<file path="config.mk">
export PLATFORM = sky130hd
export DESIGN_NAME = pulse_meter
export DESIGN_NICKNAME = d
export VERILOG_FILES = /design/src/rtl/pulse_meter_pkg.sv /design/src/rtl/pulse_meter_chan.sv /design/src/rtl/pulse_meter.sv
export SDC_FILE = /design/constraint.sdc
export NUM_CORES = 1
export LEC_CHECK = 0
export BUFFER_PORTS_ARGS = -buffer_cell sky130_fd_sc_hd__clkbuf_2
export CORE_MARGIN = 2
export CORE_UTILIZATION = 40
export DETAILED_ROUTE_END_ITERATION = 16
export SLEW_MARGIN = 20
export SYNTH_ARGS = -nofsm -noshare
export SYNTH_HDL_FRONTEND = slang
export SYNTH_HIERARCHICAL = 1
export SYNTH_SLANG_ARGS = --single-unit
</file>
<file path="constraint.sdc">
create_clock -name clk -period 6.7 [get_ports clk]
set_input_delay 1.34 -clock clk [delete_from_list [all_inputs] [get_ports clk]]
set_output_delay 1.34 -clock clk [all_outputs]
set_load 0.02 [all_outputs]
</file>
<file path="src/rtl/pulse_meter_pkg.sv">
// ============================================================================
// Module      : pulse_meter_pkg
// Description : Shared channel FSM encoding and channel-index width helper
//               for the multi-channel pulse-width meter.
// Revision    : 1.0 - initial release
// ============================================================================
`default_nettype none

package pulse_meter_pkg;

    typedef enum logic [1:0] {
        ST_DISARM = 2'd0,
        ST_IDLE   = 2'd1,
        ST_COUNT  = 2'd2
    } chan_state_t;

    // A single channel still needs a one-bit index on the output stream.
    function automatic int chw_of(input int n);
        return (n > 1) ? $clog2(n) : 1;
    endfunction

endpackage : pulse_meter_pkg

`default_nettype wire

</file>
<file path="src/rtl/pulse_meter_chan.sv">
// ============================================================================
// Module      : pulse_meter_chan
// Description : One pulse-width channel: arm/idle/count FSM, saturating
//               length counter and a single-entry record buffer with drop flag.
// Revision    : 1.0 - initial release
// ============================================================================
`default_nettype none

module pulse_meter_chan
    import pulse_meter_pkg::*;
#(
    parameter int WIDTH = 11
) (
    input  logic             clk,
    input  logic             rst,
    input  logic             act,
    input  logic             en,
    input  logic             take,
    output logic             pend,
    output logic [WIDTH-1:0] rec_data,
    output logic             rec_ovf,
    output logic             rec_drop
);

    localparam logic [WIDTH-1:0] C_CNT_MAX = '1;

    chan_state_t      r_state;
    logic [WIDTH-1:0] r_cnt;
    logic             r_ovf;
    logic [WIDTH-1:0] r_rec_data;
    logic             r_rec_ovf;
    logic             r_pend;
    logic             r_drop;
    logic             w_end;

    // A disable on the same edge as the falling edge discards the pulse.
    assign w_end = (r_state == ST_COUNT) && en && !act;

    always_ff @(posedge clk) begin
        if (rst) begin
            r_state    <= ST_DISARM;
            r_cnt      <= '0;
            r_ovf      <= 1'b0;
            r_rec_data <= '0;
            r_rec_ovf  <= 1'b0;
            r_pend     <= 1'b0;
            r_drop     <= 1'b0;
        end else begin
            if (!en) begin
                r_state <= ST_DISARM;
                r_cnt   <= '0;
                r_ovf   <= 1'b0;
            end else begin
                case (r_state)
                    ST_DISARM: begin
                        if (!act) begin
                            r_state <= ST_IDLE;
                        end
                    end
                    ST_IDLE: begin
                        if (act) begin
                            r_cnt   <= WIDTH'(1);
                            r_ovf   <= 1'b0;
                            r_state <= ST_COUNT;
                        end
                    end
                    ST_COUNT: begin
                        if (act) begin
                            if (r_cnt == C_CNT_MAX) begin
                                r_ovf <= 1'b1;
                            end else begin
                                r_cnt <= r_cnt + WIDTH'(1);
                            end
                        end else begin
                            r_cnt   <= '0;
                            r_state <= ST_IDLE;
                        end
                    end
                    default: begin
                        r_state <= ST_DISARM;
                        r_cnt   <= '0;
                    end
                endcase
            end

            // When the old record leaves on the same edge, nothing is lost.
            if (w_end) begin
                r_rec_data <= r_cnt;
                r_rec_ovf  <= r_ovf;
                r_pend     <= 1'b1;
                r_drop     <= r_pend && !take;
            end else if (take) begin
                r_pend <= 1'b0;
                r_drop <= 1'b0;
            end
        end
    end

    assign pend     = r_pend;
    assign rec_data = r_rec_data;
    assign rec_ovf  = r_rec_ovf;
    assign rec_drop = r_drop;

endmodule : pulse_meter_chan

`default_nettype wire

</file>
<file path="src/rtl/pulse_meter.sv">
// ============================================================================
// Module      : pulse_meter
// Description : Multi-channel pulse-width timer with round-robin draining of
//               per-channel records onto a registered valid/ready stream.
// Revision    : 1.0 - initial release
// ============================================================================
`default_nettype none

module pulse_meter
    import pulse_meter_pkg::*;
#(
    parameter  int WIDTH    = 11,
    parameter  int CHANNELS = 4,
    localparam int CHW      = chw_of(CHANNELS)
) (
    input  logic                clk,
    input  logic                rst,
    input  logic [CHANNELS-1:0] in,
    input  logic [CHANNELS-1:0] pol,
    input  logic [CHANNELS-1:0] en,
    output logic                out_valid,
    input  logic                out_ready,
    output logic [CHW-1:0]      out_chan,
    output logic [WIDTH-1:0]    out_data,
    output logic                out_ovf,
    output logic                out_drop
);

    logic [CHANNELS-1:0] w_act;
    logic [CHANNELS-1:0] w_pend;
    logic [CHANNELS-1:0] w_rec_ovf;
    logic [CHANNELS-1:0] w_rec_drop;
    logic [CHANNELS-1:0] w_take;
    logic [WIDTH-1:0]    w_rec_data [CHANNELS];

    logic                r_out_valid;
    logic [CHW-1:0]      r_out_chan;
    logic [WIDTH-1:0]    r_out_data;
    logic                r_out_ovf;
    logic                r_out_drop;
    logic [CHW-1:0]      r_rr_ptr;

    logic                w_load;
    logic                w_found;
    logic [CHW-1:0]      w_grant;
    logic [WIDTH-1:0]    w_sel_data;
    logic                w_sel_ovf;
    logic                w_sel_drop;
    int                  v_dist;
    int                  v_best;

    assign w_act = in ^ pol;

    for (genvar g = 0; g < CHANNELS; g++) begin : g_chan
        pulse_meter_chan #(
            .WIDTH (WIDTH)
        ) u_chan (
            .clk      (clk),
            .rst      (rst),
            .act      (w_act[g]),
            .en       (en[g]),
            .take     (w_take[g]),
            .pend     (w_pend[g]),
            .rec_data (w_rec_data[g]),
            .rec_ovf  (w_rec_ovf[g]),
            .rec_drop (w_rec_drop[g])
        );
    end

    // Rotated priority: the pending channel closest after rr_ptr wins.
    always_comb begin
        w_found    = 1'b0;
        w_grant    = '0;
        w_sel_data = '0;
        w_sel_ovf  = 1'b0;
        w_sel_drop = 1'b0;
        v_best     = CHANNELS;
        v_dist     = 0;
        for (int j = 0; j < CHANNELS; j++) begin
            v_dist = j - int'(r_rr_ptr);
            if (v_dist < 0) begin
                v_dist = v_dist + CHANNELS;
            end
            if (w_pend[j] && (v_dist < v_best)) begin
                v_best     = v_dist;
                w_found    = 1'b1;
                w_grant    = CHW'(j);
                w_sel_data = w_rec_data[j];
                w_sel_ovf  = w_rec_ovf[j];
                w_sel_drop = w_rec_drop[j];
            end
        end
    end

    assign w_load = !r_out_valid || out_ready;
    assign w_take = (w_load && w_found) ? (CHANNELS'(1) << w_grant) : '0;

    always_ff @(posedge clk) begin
        if (rst) begin
            r_out_valid <= 1'b0;
            r_out_chan  <= '0;
            r_out_data  <= '0;
            r_out_ovf   <= 1'b0;
            r_out_drop  <= 1'b0;
            r_rr_ptr    <= '0;
        end else if (w_load) begin
            if (w_found) begin
                r_out_valid <= 1'b1;
                r_out_chan  <= w_grant;
                r_out_data  <= w_sel_data;
                r_out_ovf   <= w_sel_ovf;
                r_out_drop  <= w_sel_drop;
                r_rr_ptr    <= (w_grant == CHW'(CHANNELS - 1)) ? '0 : w_grant + CHW'(1);
            end else begin
                r_out_valid <= 1'b0;
            end
        end
    end

    assign out_valid = r_out_valid;
    assign out_chan  = r_out_chan;
    assign out_data  = r_out_data;
    assign out_ovf   = r_out_ovf;
    assign out_drop  = r_out_drop;

endmodule : pulse_meter

`default_nettype wire

</file>
======== After elaboration in Yosys (flattened, before gate mapping) ========
Cells that the tools add are included.
storage, ports and cells
  flip-flop bits (word level) ............. 130
  input port bits ......................... 15
  word-level logic and storage cells ...... 243
  output and inout port bits .............. 16
operators by class
  reduce and logical (&&, ||, !) cells .... 60
  muxes and demuxes ....................... 85
  add/subtract/negate cells ............... 13
  shifts and indexed selects .............. 1
  equality and inequality tests ........... 33
  bitwise operators ....................... 9
  order comparisons ....................... 8
operator list
  cell                   number
  $mux 32                7
  $mux 11                16
  $pmux 11 s3            4
  $lt 32x32->1           3
  $add 11x1->11 const B  4
  $eq 11x11->1 const B   4
  $mux 1                 38
  $lt 32x4->1 const B    1
  $ne 2x2->1 const B     16
  $mux 2                 11
  $add 3x4->5 const B    4
  $logic_and 1x1->1      17
  $pmux 2 s2             4
  $reduce_and 4->1       4
  $reduce_bool 2->1      8
  $reduce_or 2->1        8
  $lt 3x1->1 const B     4
  $ne 3x3->1 const B     4
  $reduce_and 3->1       4
  $eq 2x2->1 const B     5
  $reduce_and 2->1       5
  $logic_not 1->1        9
  $eq 2x1->1 const B     4
  $logic_not 2->1        4
  other kinds (9)        21

======== Depth between registers and ports, before layout ========
Gate-level depths: netlist of run 1.
  depth in word-level cells ............... 20
  depth in mapped cells ................... 18
  gate-level depth less buffers ........... 17

======== By module ========
Netlist of run 1, hierarchy kept.
modules (own cells, without submodules)
  module                                   times used  area an instance (um^2)  seq. area each (um^2)  cells an instance
  pulse_meter_chan (g_chan[0].u_chan ...)  3           1373.8                   560.5                  164
  pulse_meter_chan (g_chan[3].u_chan)      1           1376.3                   560.5                  171
  pulse_meter                              1           1265.0                   360.3                  153

======== Worst setup path before layout of run 1 ========
No wires, ideal clock.
  path kind ............................... register -> register
  from .................................... register r_rr_ptr[1]
  to ...................................... register g_chan[1].u_chan.r_pend
  slack ................................... 3.344 ns
  library setup time ...................... 0.070 ns
  data required time ...................... 6.630 ns
  buffers on the path ..................... 1
  stages on the path, launching flop included .. 18
  arrival ................................. 3.286 ns
  period minus slack after synthesis ...... 3.356 ns
  cells stage by stage .................... dfxtp_1 -> nand2b_1 -> nor3b_1 -> a21oi_1 -> ha_1 -> o21ai_1 -> a22oi_1 -> clkbuf_1 -> o21ai_0 -> ha_1 -> o32a_1 -> o221ai_2 -> a22oi_1 -> inv_1 -> ha_1 -> and2_1 -> nand2b_1 -> a21oi_1
on the way
  cells in the longest elaborated chain, start to end .. 18
  elaborated cells on any way between the ends .. 38
  those cells by class .................... add/sub (8); order compare (8); shift (1); mux (15); reduce/logical (6)
ends and longest elaborated chain
  what                                       line                                  source
  from (decl)                                pulse_meter.sv:41                     logic [CHW-1:0] r_rr_ptr;
  from (signal assigned)                     pulse_meter.sv:113                    r_rr_ptr <= (w_grant == CHW'(CHANNELS - 1)) ? '0 : w_grant + CHW'(1);
  $sub 1x2->3                                pulse_meter.sv:80                     v_dist = j - int'(r_rr_ptr);
  $add 3x4->5 or $lt 3x1->1 (tied branches)  pulse_meter.sv:82, pulse_meter.sv:81
  $mux 32                                    pulse_meter.sv:81                     if (v_dist < 0) begin
  $lt 32x4->1                                pulse_meter.sv:84                     if (w_pend[j] && (v_dist < v_best)) begin
  $logic_and 1x1->1                          pulse_meter.sv:84
  $mux 32                                    pulse_meter.sv:84
  $lt 32x32->1                               pulse_meter.sv:84
  $logic_and 1x1->1                          pulse_meter.sv:84
  [4 not listed]                             n/a
  $lt 32x32->1                               pulse_meter.sv:84
  $logic_and 1x1->1                          pulse_meter.sv:84
  $mux 2 (*)                                 pulse_meter.sv:84
  named net w_grant[0]                       pulse_meter.sv:45                     logic [CHW-1:0] w_grant;
  $shl 1x2->4 (*)                            pulse_meter.sv:96                     assign w_take = (w_load && w_found) ? (CHANNELS'(1) << w_grant) : '0;
  $mux 4 (*)                                 pulse_meter.sv:96
  named net w_take[1]                        pulse_meter.sv:33                     logic [CHANNELS-1:0] w_take;
  $reduce_bool 2->1 (no source line) (*)     n/a
  to (signal assigned)                       pulse_meter_chan.sv:46                r_pend <= 1'b0;
  to (signal assigned)                       pulse_meter_chan.sv:90                r_pend <= 1'b1;
  to (signal assigned)                       pulse_meter_chan.sv:93                r_pend <= 1'b0;
  to (decl)                                  pulse_meter_chan.sv:32                logic r_pend;
The timed path passes the listed nets; every way through them passes the cells marked *.
A chain may end at the register's enable or synchronous reset.

======== Final worst setup path of run 1 ========
  from .................................... register g_chan[0].u_chan.r_pend
  to ...................................... register g_chan[1].u_chan.r_pend
on the way
  cells in the longest elaborated chain, start to end .. 14
  elaborated cells on any way between the ends .. 21
  those cells by class .................... order compare (3); shift (1); mux (11); reduce/logical (6)
ends and longest elaborated chain
  what                                    line
  from (decl)                             pulse_meter_chan.sv:32
  from (signal assigned)                  pulse_meter_chan.sv:46
  from (signal assigned)                  pulse_meter_chan.sv:90
  from (signal assigned)                  pulse_meter_chan.sv:93
  $logic_and 1x1->1 (*)                   pulse_meter.sv:84
  $mux 32 (*)                             pulse_meter.sv:84
  $lt 32x32->1                            pulse_meter.sv:84
  $logic_and 1x1->1                       pulse_meter.sv:84
  $mux 32                                 pulse_meter.sv:84
  $lt 32x32->1                            pulse_meter.sv:84
  $logic_and 1x1->1                       pulse_meter.sv:84
  $mux 32                                 pulse_meter.sv:84
  $lt 32x32->1                            pulse_meter.sv:84
  $logic_and 1x1->1                       pulse_meter.sv:84
  $mux 2 (*)                              pulse_meter.sv:84
  named net w_grant[0]                    pulse_meter.sv:45
  $shl 1x2->4 (*)                         pulse_meter.sv:96
  $mux 4 (*)                              pulse_meter.sv:96
  named net w_take[1]                     pulse_meter.sv:33
  $reduce_bool 2->1 (no source line) (*)  n/a
Marks and branches as above.

==> results of run 1 <==
state kept, by name, indices dropped and copies added (netlist names), 4 cells and up:
| name | count |
|---|---|
| g_chan.u_chan/r_cnt | 44 |
| g_chan.u_chan/rec_drop | 4 |
| g_chan.u_chan/r_state | 8 |
| g_chan.u_chan/rec_data | 44 |
| out_data | 11 |
| g_chan.u_chan/pend | 4 |
| g_chan.u_chan/rec_ovf | 4 |
| g_chan.u_chan/r_ovf | 4 |
critical path: cells and delay by family, from the launching register on:
family,cells,cell delay (ns)
simple gates,2,0.29
compound gates,8,1.90
flops,1,0.58
mux,1,0.25
buf+inv,1,0.13
fa+ha+maj,3,0.87
cell usage after synthesis (5+ instances only):
library cell,n,share of area [%]
a22oi_1,15,1.7
nand3_1,22,1.6
o311ai_1,6,0.78
clkbuf_1,26,1.4
o31ai_1,7,0.78
dfxtp_1,130,38
mux2i_1,21,3.1
ha_1,30,5.6
and3_1,9,0.83
o211ai_1,12,1.3
nor3_1,21,1.6
nand2_1,124,6.9
o21ai_1,9,0.67
nand2b_1,12,1.1
nand3b_1,5,0.56
or4_1,5,0.56
a21oi_1,95,7.0
inv_1,25,1.4
nor2b_1,10,0.93
nand4_1,10,0.93
nor4_1,17,1.6
o21ai_0,12,0.89
and2_1,18,1.7
buf_4,5,0.56
nor2_1,59,3.3
a311oi_1,5,0.65
nand3_2,5,0.74
a221o_1,13,1.9
buf_2,13,0.96
a31oi_1,5,0.46
power by group through the flow:
stage | registers, mW | clock network [mW] | logic [mW]
after CTS | 0.783 | 1.02 | 0.0890
after detailed placement | 0.800 | 0 | 0.0886
after global routing | 0.783 | 1.06 | 0.0992
after floorplan | 0.799 | 0 | 0.0681
after global placement | 0.800 | 0 | 0.0883
final | 0.783 | 1.00 | 0.0897
per-layer routing:
layer / vias up / global-route usage (%)
met5: - / 0
met1: 2715 / 27.3
met4: 0 / 6.02
li1: 2968 / -
met3: 18 / 4.20
met2: 101 / 28.8
cells in the final DEF, fill, tap and decap left out, types with 12 or more instances in the layout:
| master | netlist | final |
|---|---|---|
| a21oi_1 | 95 | 95 |
| nor4_1 | 17 | 17 |
| a22oi_1 | 15 | 14 |
| ha_1 | 30 | 30 |
| a221o_1 | 13 | 13 |
| clkbuf_2 | 0 | 30 |
| and2_1 | 18 | 18 |
| o21ai_0 | 12 | 12 |
| nand3_1 | 22 | 22 |
| nor2_1 | 59 | 59 |
| nor3_1 | 21 | 21 |
| nand2b_1 | 12 | 12 |
| inv_1 | 25 | 25 |
| dfxtp_1 | 130 | 130 |
| mux2i_1 | 21 | 21 |
| o211ai_1 | 12 | 12 |
| clkbuf_16 | 0 | 17 |
| nand2_1 | 124 | 124 |
through the flow:
stage	cells	total power, mW	setup slack [ns]	instance area [sq um]	util, %
detailed placement	1021	0.888	2.37	6980	42.1
CTS	1052	1.89	2.26	7610	45.9
floorplan	816	0.867	3.34	6760	-
global placement	1021	0.888	2.42	6980	42.1
finish	1053	1.87	2.62	7620	46.0
global route	1053	1.94	2.21	7620	46.0
path summary, 6_finish.rpt:
check	to	slack [ns]	cells after the start
setup / recovery	g_chan[1].u_chan/pend	2.62	15
hold / removal	g_chan[2].u_chan/rec_ovf	0.46	2
setup reg to reg	g_chan[1].u_chan/pend	2.62	15
hold reg to reg	g_chan[2].u_chan/rec_ovf	0.46	2
cell type report:
type | instances | area [sq um]
Clock buffer | 22 | 484
Clock inverter | 9 | 151
Fill cell | 1660 | 8960
Inverter | 28 | 105
Timing Repair Buffer | 32 | 169
Tap cell | 220 | 275
Multi-Input combinational cell | 612 | 3840
Sequential cell | 130 | 2600
kinds of logic after synthesis:
kind of cell	count (synthesis)	share of synthesized area [%]
adders and majority gates	30	5.55
muxes	21	3.11
buffers and inverters	74	4.85
xor gates and xnor gates	5	0.648
AOI/OAI and AO/OA	214	21.1
and+or+nand+nor	342	26.3
DFF	130	38.5
==> out/metrics.csv, run 1 <==
metric;value;unit
highest_layer;met4;
postCtsSetupRepairBufs;0;
grt_pass1_vias;5364;
portBuffers;30;
drtIter0Drc;452;
crit_top_cell;ha_1;
clock_sinks;130;
max-cap-violations;0;
slew_headroom;27.8;%
power_frac_clock;53.4;%
p_seq_share;41.8;%
setup_viol;0;
path_cells;mux2i_1 > a21oi_1 > ha_1 > o21ai_1 > a22oi_2 > o21ai_0 > ha_1 > o32a_1 > o221ai_2 > a22oi_1 > inv_1 > ha_1 > and2_1 > nand2b_1 > a21oi_1;
drc;0;
std_cell_rows;47;
grt_pass1_wl;27500;um
core;0.0166;sq mm
clockRootBuffer;clkbuf_16;
crit_type;reg -> reg;
ir_drop;164;uV
num_vias;5802;
postRouteAntennaNets;0;
intPower;1.46;mW
dr_wl_met3;619;um
fin_skew;0.00979;ns
routedWlPerCell;15.9;um
htree_levels;4;
startpoint_type;flop;
cp_max_fo;18;
chipWidth;134;um
r2r-start;g_chan[0].u_chan/pend;
end_kind;flop;
critPathLaunch;g_chan[0].u_chan/pend;
cts_buffers;17;
grt_overflow;0;
yosysWarnings;6;
syn_inst;816;
antenna_found_initial;0;
slowest_delay;0.68;ns
grt_max_degree;54;
die_height;134;um
swShare;21.8;%
start_util;40.8;%
switchingPower;409;uW
hold_viol;0;
cts_hold_buf;0;
synth_edf_count;0;
rsz0062_at_grt;no;
setup_tns;0;ns
async_flop_share;0;%
synth_area;0.00676;sq mm
timing.final.crit_share;60.9;%
nNetsFinal;866;
grt_use_total;19.1;%
post-dp-hpwl;11700;um
finalCriticalPeriod;4.08;ns
clk_path_buf_depth;2;
tritoncts;done;
wl_met1;8430;um
min_path_type;reg -> reg;
hp-start;g_chan[2].u_chan/r_ovf;
comb_power_share;4.8;%
leakagePower;2.63;nW
drt-total-wl;16700;um
wl_met2;7440;um
cp.required;7.05;ns
ys_seq_area_share;38.5;%
routabilityCongestion;0.814;
worst_slew_pin_slew;1.08;ns
cts_resized;0;
syn2layout_area_growth;12.7;%
fmax;245;MHz
critPathArrivalTime;4.42;ns
synth_cell_types;60;
drt_pass1_iterations;5;
drive_above_1_share;11.3;%
ys_ff_latch;130;
status;finished, final reports clean;
avgSynthCellArea;8.29;sq um
final_max_slew_viol_count;0;
clk_pin_slew;0.06;ns
clk_latency;0.42;ns
diodes;0;
ios;31;
die_area;0.0180;sq mm
whs;0.459;ns
synth_nets;861;
drt-vias-per-instance;5.51;
synthFlopType;dfxtp_1;
powerDensity;246;mW/mm^2
cp_slowest_cell;a22oi_2;
Note: power is estimated with default switching activity, not from simulation.
==> run 2, diff against run 1 <==
==> constraint.sdc (replaced) <==
create_clock -name clk -period 3.75 [get_ports clk]
set_input_delay 0.75 -clock clk [delete_from_list [all_inputs] [get_ports clk]]
set_output_delay 0.75 -clock clk [all_outputs]
set_load 0.02 [all_outputs]
==> run 2 against run 1 <==
Global-route usage is 0.19 points higher. Clock power grew 60%. Non-clock buffer count up 4.
==> out/metrics.csv, run 2 (synthesis gave the netlist of run 1 again) <==
metric;value;unit
status;finished, final reports clean;
diodes;0;
p_seq_share;44.2;%
min_path_type;reg -> reg;
drt_pass1_iterations;4;
powerDensity;417;mW/mm^2
grt_max_degree;43;
die_height;134;um
grt_pass1_vias;5509;
num_vias;5865;
hold_viol;0;
ir_drop;323;uV
finalCriticalPeriod;3.36;ns
clk_latency;0.42;ns
startpoint_type;flop;
swShare;22.9;%
std_cell_rows;47;
setup_tns;0;ns
cts_resized;0;
leakagePower;2.61;nW
critPathArrivalTime;3.70;ns
drt-total-wl;16600;um
clockRootBuffer;clkbuf_16;
core;0.0166;sq mm
ios;31;
syn2layout_area_growth;12.2;%
dp_slack;0.360;ns
end_kind;flop;
drt-vias-per-instance;5.55;
comb_power_share;5.1;%
max-cap-violations;0;
postCtsSetupRepairBufs;0;
whs;0.458;ns
grt_pass1_wl;28000;um
postRouteAntennaNets;0;
die_area;0.0180;sq mm
rsz0062_at_grt;no;
final_util;45.7;%
fin_skew;0.00853;ns
routabilityCongestion;0.815;
final_common_cell;dfxtp_1;
intPower;2.44;mW
slew_headroom;51.5;%
setup_viol;0;
start_util;40.8;%
switchingPower;724;uW
drtIter0Drc;397;
clk_path_buf_depth;2;
drive_above_1_share;11.8;%
final_cell_mix;dfxtp_1 (130), nand2_1 (124), a21oi_1 (95);
cp_max_fo;11;
setup_slack;0.391;ns
drc;0;
cp.required;4.09;ns
htree_levels;4;
timing.final.crit_share;89.6;%
tritoncts;done;
clock_sinks;130;
antenna_found_initial;0;
clk_pin_slew;0.06;ns
grt_overflow;0;
grt_use_total;19.3;%
final_max_slew_viol_count;0;
crit_type;reg -> reg;
worst_slew_pin_slew;0.725;ns
nNetsFinal;870;
cts_hold_buf;0;
chipWidth;134;um
fmax;298;MHz
post-dp-hpwl;11800;um
cts_buffers;17;
power_frac_clock;50.6;%
routedWlPerCell;15.7;um
portBuffers;30;
-- run 2: per-layer routing --
metal / part of all wire [%] / track usage [%]
met1: 50 / 27.7
met2: 45 / 29.5
met3: 4.1 / 3.89
met4: 1.1 / 5.38
met5: 0 / 0
-- run 2: worst paths after layout --
check	slack (ns)	to	depth (start not counted)	start
max	0.39	g_chan[2].u_chan/pend	15	g_chan[0].u_chan/pend
min	0.46	g_chan[3].u_chan/rec_data[8]	2	g_chan[3].u_chan/rec_data[8]
max reg2reg	0.39	g_chan[2].u_chan/pend	15	g_chan[0].u_chan/pend
min reg2reg	0.46	g_chan[3].u_chan/rec_data[8]	2	g_chan[3].u_chan/rec_data[8]
-- run 2: per-stage QoR --
step / std cells / cell area (sq um) / power [mW]
4_1_cts: 1056 / 7580 / 3.20
2_1_floorplan: 816 / 6760 / 1.55
3_3_place_gp: 1026 / 7020 / 1.59
6_report: 1056 / 7590 / 3.16
3_5_place_dp: 1026 / 7020 / 1.59
5_1_grt: 1056 / 7590 / 3.28
-- run 2: layout make-up --
class,instances,area [sq um]
clock inverters,11,114
well taps,220,275
inverters,28,105
flip-flops and latches,130,2600
clock buffers,19,453
repair buffers,36,195
multi-input cells,612,3840
fillers,1683,9000
-- run 2: critical path: stages, from the launching register on --
cell	delay (ns)
dfxtp_1	0.55
nor3b_1	0.26
a21oi_1	0.09
ha_1	0.32
o21ai_1	0.10
a22oi_2	0.24
o21ai_0	0.14
ha_1	0.22
nand3b_1	0.17
o221ai_2	0.27
a22oi_1	0.14
buf_4	0.18
ha_1	0.18
and2_1	0.14
nand2b_1	0.14
a21oi_1	0.15
-- run 2: power groups by stage --
stage	Clock [mW]	Sequential (mW)	Combinational, mW
after floorplan	0	1.43	0.122
after global placement	0	1.43	0.162
after detailed placement	0	1.43	0.162
after CTS	1.64	1.40	0.162
after global routing	1.70	1.40	0.182
final	1.60	1.40	0.162
==> run 3, diff against run 2 <==
--- a/config.mk
+++ b/config.mk
@@ -6,9 +6,12 @@
 export NUM_CORES = 1
 export LEC_CHECK = 0
 export BUFFER_PORTS_ARGS = -buffer_cell sky130_fd_sc_hd__clkbuf_2
+export CELL_PAD_IN_SITES_DETAIL_PLACEMENT = 2
+export CELL_PAD_IN_SITES_GLOBAL_PLACEMENT = 2
 export CORE_MARGIN = 2
-export CORE_UTILIZATION = 40
+export CORE_UTILIZATION = 34
 export DETAILED_ROUTE_END_ITERATION = 16
+export PLACE_DENSITY_LB_ADDON = 0.1
 export SLEW_MARGIN = 20
 export SYNTH_ARGS = -nofsm -noshare
 export SYNTH_HDL_FRONTEND = slang
==> run 3 against run 2 <==
Power increased by 1.3%. Largest power group unchanged. Critical path type unchanged. Critical endpoint is now out_data[1]. Via count increased by 4.4%. Combinational power increased by 6%. Critical path depth decreased by 3. Cell count increased by 4.1%. Setup slack got worse by 0.078 ns.
==> out/metrics.csv, run 3 (synthesis gave the netlist of run 1 again) <==
metric;value;unit
status;finished, final reports clean;
worst_slew_pin_slew;0.991;ns
whs;0.463;ns
ios;31;
path_cells;nand2b_1 > nor3b_1 > a21oi_1 > ha_1 > o21ai_1 > a22oi_2 > o21ai_0 > ha_1 > o32a_1 > o221ai_2 > a21boi_1 > a221o_1;
crit_top_cell;ha_1;
clock_sinks;130;
routabilityCongestion;0.785;
rsz0062_at_grt;yes;
powerDensity;419;mW/mm^2
start_util;34.7;%
postRouteAntennaNets;0;
clockRootBuffer;clkbuf_16;
cts_buffers;17;
die_height;145;um
startpoint_type;flop;
grt_pass1_vias;6597;
leakagePower;2.61;nW
timing.final.crit_share;91.7;%
final_max_slew_viol_count;0;
portBuffers;30;
fmax;291;MHz
clk_path_buf_depth;2;
path_delay_family;compound AO/OA/AOI/OAI gates;
cp_max_fo;13;
core;0.0195;sq mm
cp_slowest_cell;a21boi_1;
slew_headroom;33.8;%
final_area;0.00764;sq mm
drt-vias-per-instance;5.57;
drc;0;
nNetsFinal;869;
routedWlPerCell;19.5;um
nFillCells;2193;
critPathArrivalTime;3.79;ns
drt_pass1_iterations;4;
die_area;0.0210;sq mm
htree_levels;4;
grt_max_degree;31;
placed_cell_area;0.00706;sq mm
post-dp-hpwl;15700;um
crit_type;reg -> reg;
grt_overflow;0;
ir_drop;267;uV
std_cell_rows;51;
drtIter0Drc;233;
chipWidth;145;um
slowest_delay;0.81;ns
grt_pass1_wl;35300;um
hold_viol;0;
final_cell_mix;dfxtp_1 (127), nand2_1 (124), a21oi_1 (94);
clk_latency;0.41;ns
critPathBufInv;0;
place_inst;1069;
drt-total-wl;21400;um
antenna_found_initial;0;
fin_skew;0.00632;ns
grt_use_total;20.7;%
end_kind;flop;
final_common_cell;dfxtp_1;
max-cap-violations;0;
clk_pin_slew;0.06;ns
drive_above_1_share;11.9;%
final_util;39.3;%
diodes;0;
syn2layout_area_growth;13.0;%
num_vias;6121;
finalCriticalPeriod;3.44;ns
setup_tns;0;ns
cp.required;4.10;ns
min_path_type;reg -> reg;
setup_viol;0;
instances_no_fill;1099;
tritoncts;done;
[run 3: changes by cell type in the layout (fill, tap and decap cells not counted)]
cell / before / now
dfxtp_1: 130 / 127
dfxtp_2: 0 / 3
clkbuf_1: 0 / 2
clkbuf_8: 2 / 4
clkinv_2: 6 / 4
clkinvlp_4: 2 / 0
a21boi_1: 0 / 1
a21boi_2: 1 / 0
a21oi_1: 95 / 94
a21oi_2: 0 / 1
a22oi_1: 14 / 13
a22oi_2: 5 / 6
buf_4: 6 / 5
clkinv_4: 1 / 0
[run 3: layout make-up]
cell class	instances	area, sq um	area share [%]
repair buffers	35	188	2.45
flip-flops and latches	130	2610	34.1
well taps	265	332	4.34
multi-input cells	612	3850	50.3
inverters	28	105	1.37
clock inverters	6	80.1	1.05
clock buffers	23	488	6.38
[run 3: per-stage QoR]
step | setup WS, ns | power (mW)
floorplan | 0.394 | 1.55
global placement | 0.462 | 1.59
detailed placement | 0.135 | 1.60
CTS | 0.0447 | 3.24
global route | -0.0239 | 3.33
finish | 0.313 | 3.20
[run 3: what timing repair did]
item,in CTS,in global routing
hold endpoints to repair,0,0
resized for setup,0,4
hold buffers,0,0
endpoints found under the setup margin,0,20
buffers inserted,0,1
[run 3: worst paths after layout]
kind | from | to | slack [ns] | depth (start not counted)
setup / recovery | r_rr_ptr[1] | out_data[1] | 0.31 | 12
setup reg to reg | r_rr_ptr[1] | out_data[1] | 0.31 | 12
hold reg to reg | g_chan[3].u_chan/r_ovf | g_chan[3].u_chan/rec_ovf | 0.46 | 2
hold / removal | g_chan[3].u_chan/r_ovf | g_chan[3].u_chan/rec_ovf | 0.46 | 2
[run 3: power by group]
part / leakage [nW] / switching [mW] / total (mW) / internal, mW
registers: 1.05 / 0.0102 / 1.40 / 1.39
clock network: 0.285 / 0.597 / 1.63 / 1.03
logic: 1.28 / 0.120 / 0.172 / 0.0521
[run 3: layer usage]
metal	GRT usage, %	part of all wire [%]	vias to the layer above
li1	-	-	2956
met1	26.7	48	3080
met2	35.8	49	64
met3	3.24	2.3	21
met4	5.54	1.2	0
met5	0	0	-
[run 3: tightest hold or removal path, stage by stage (launching register included)]
cell	delay, ns
dfxtp_1	0.30
nand2_1	0.05
a21oi_1	0.06
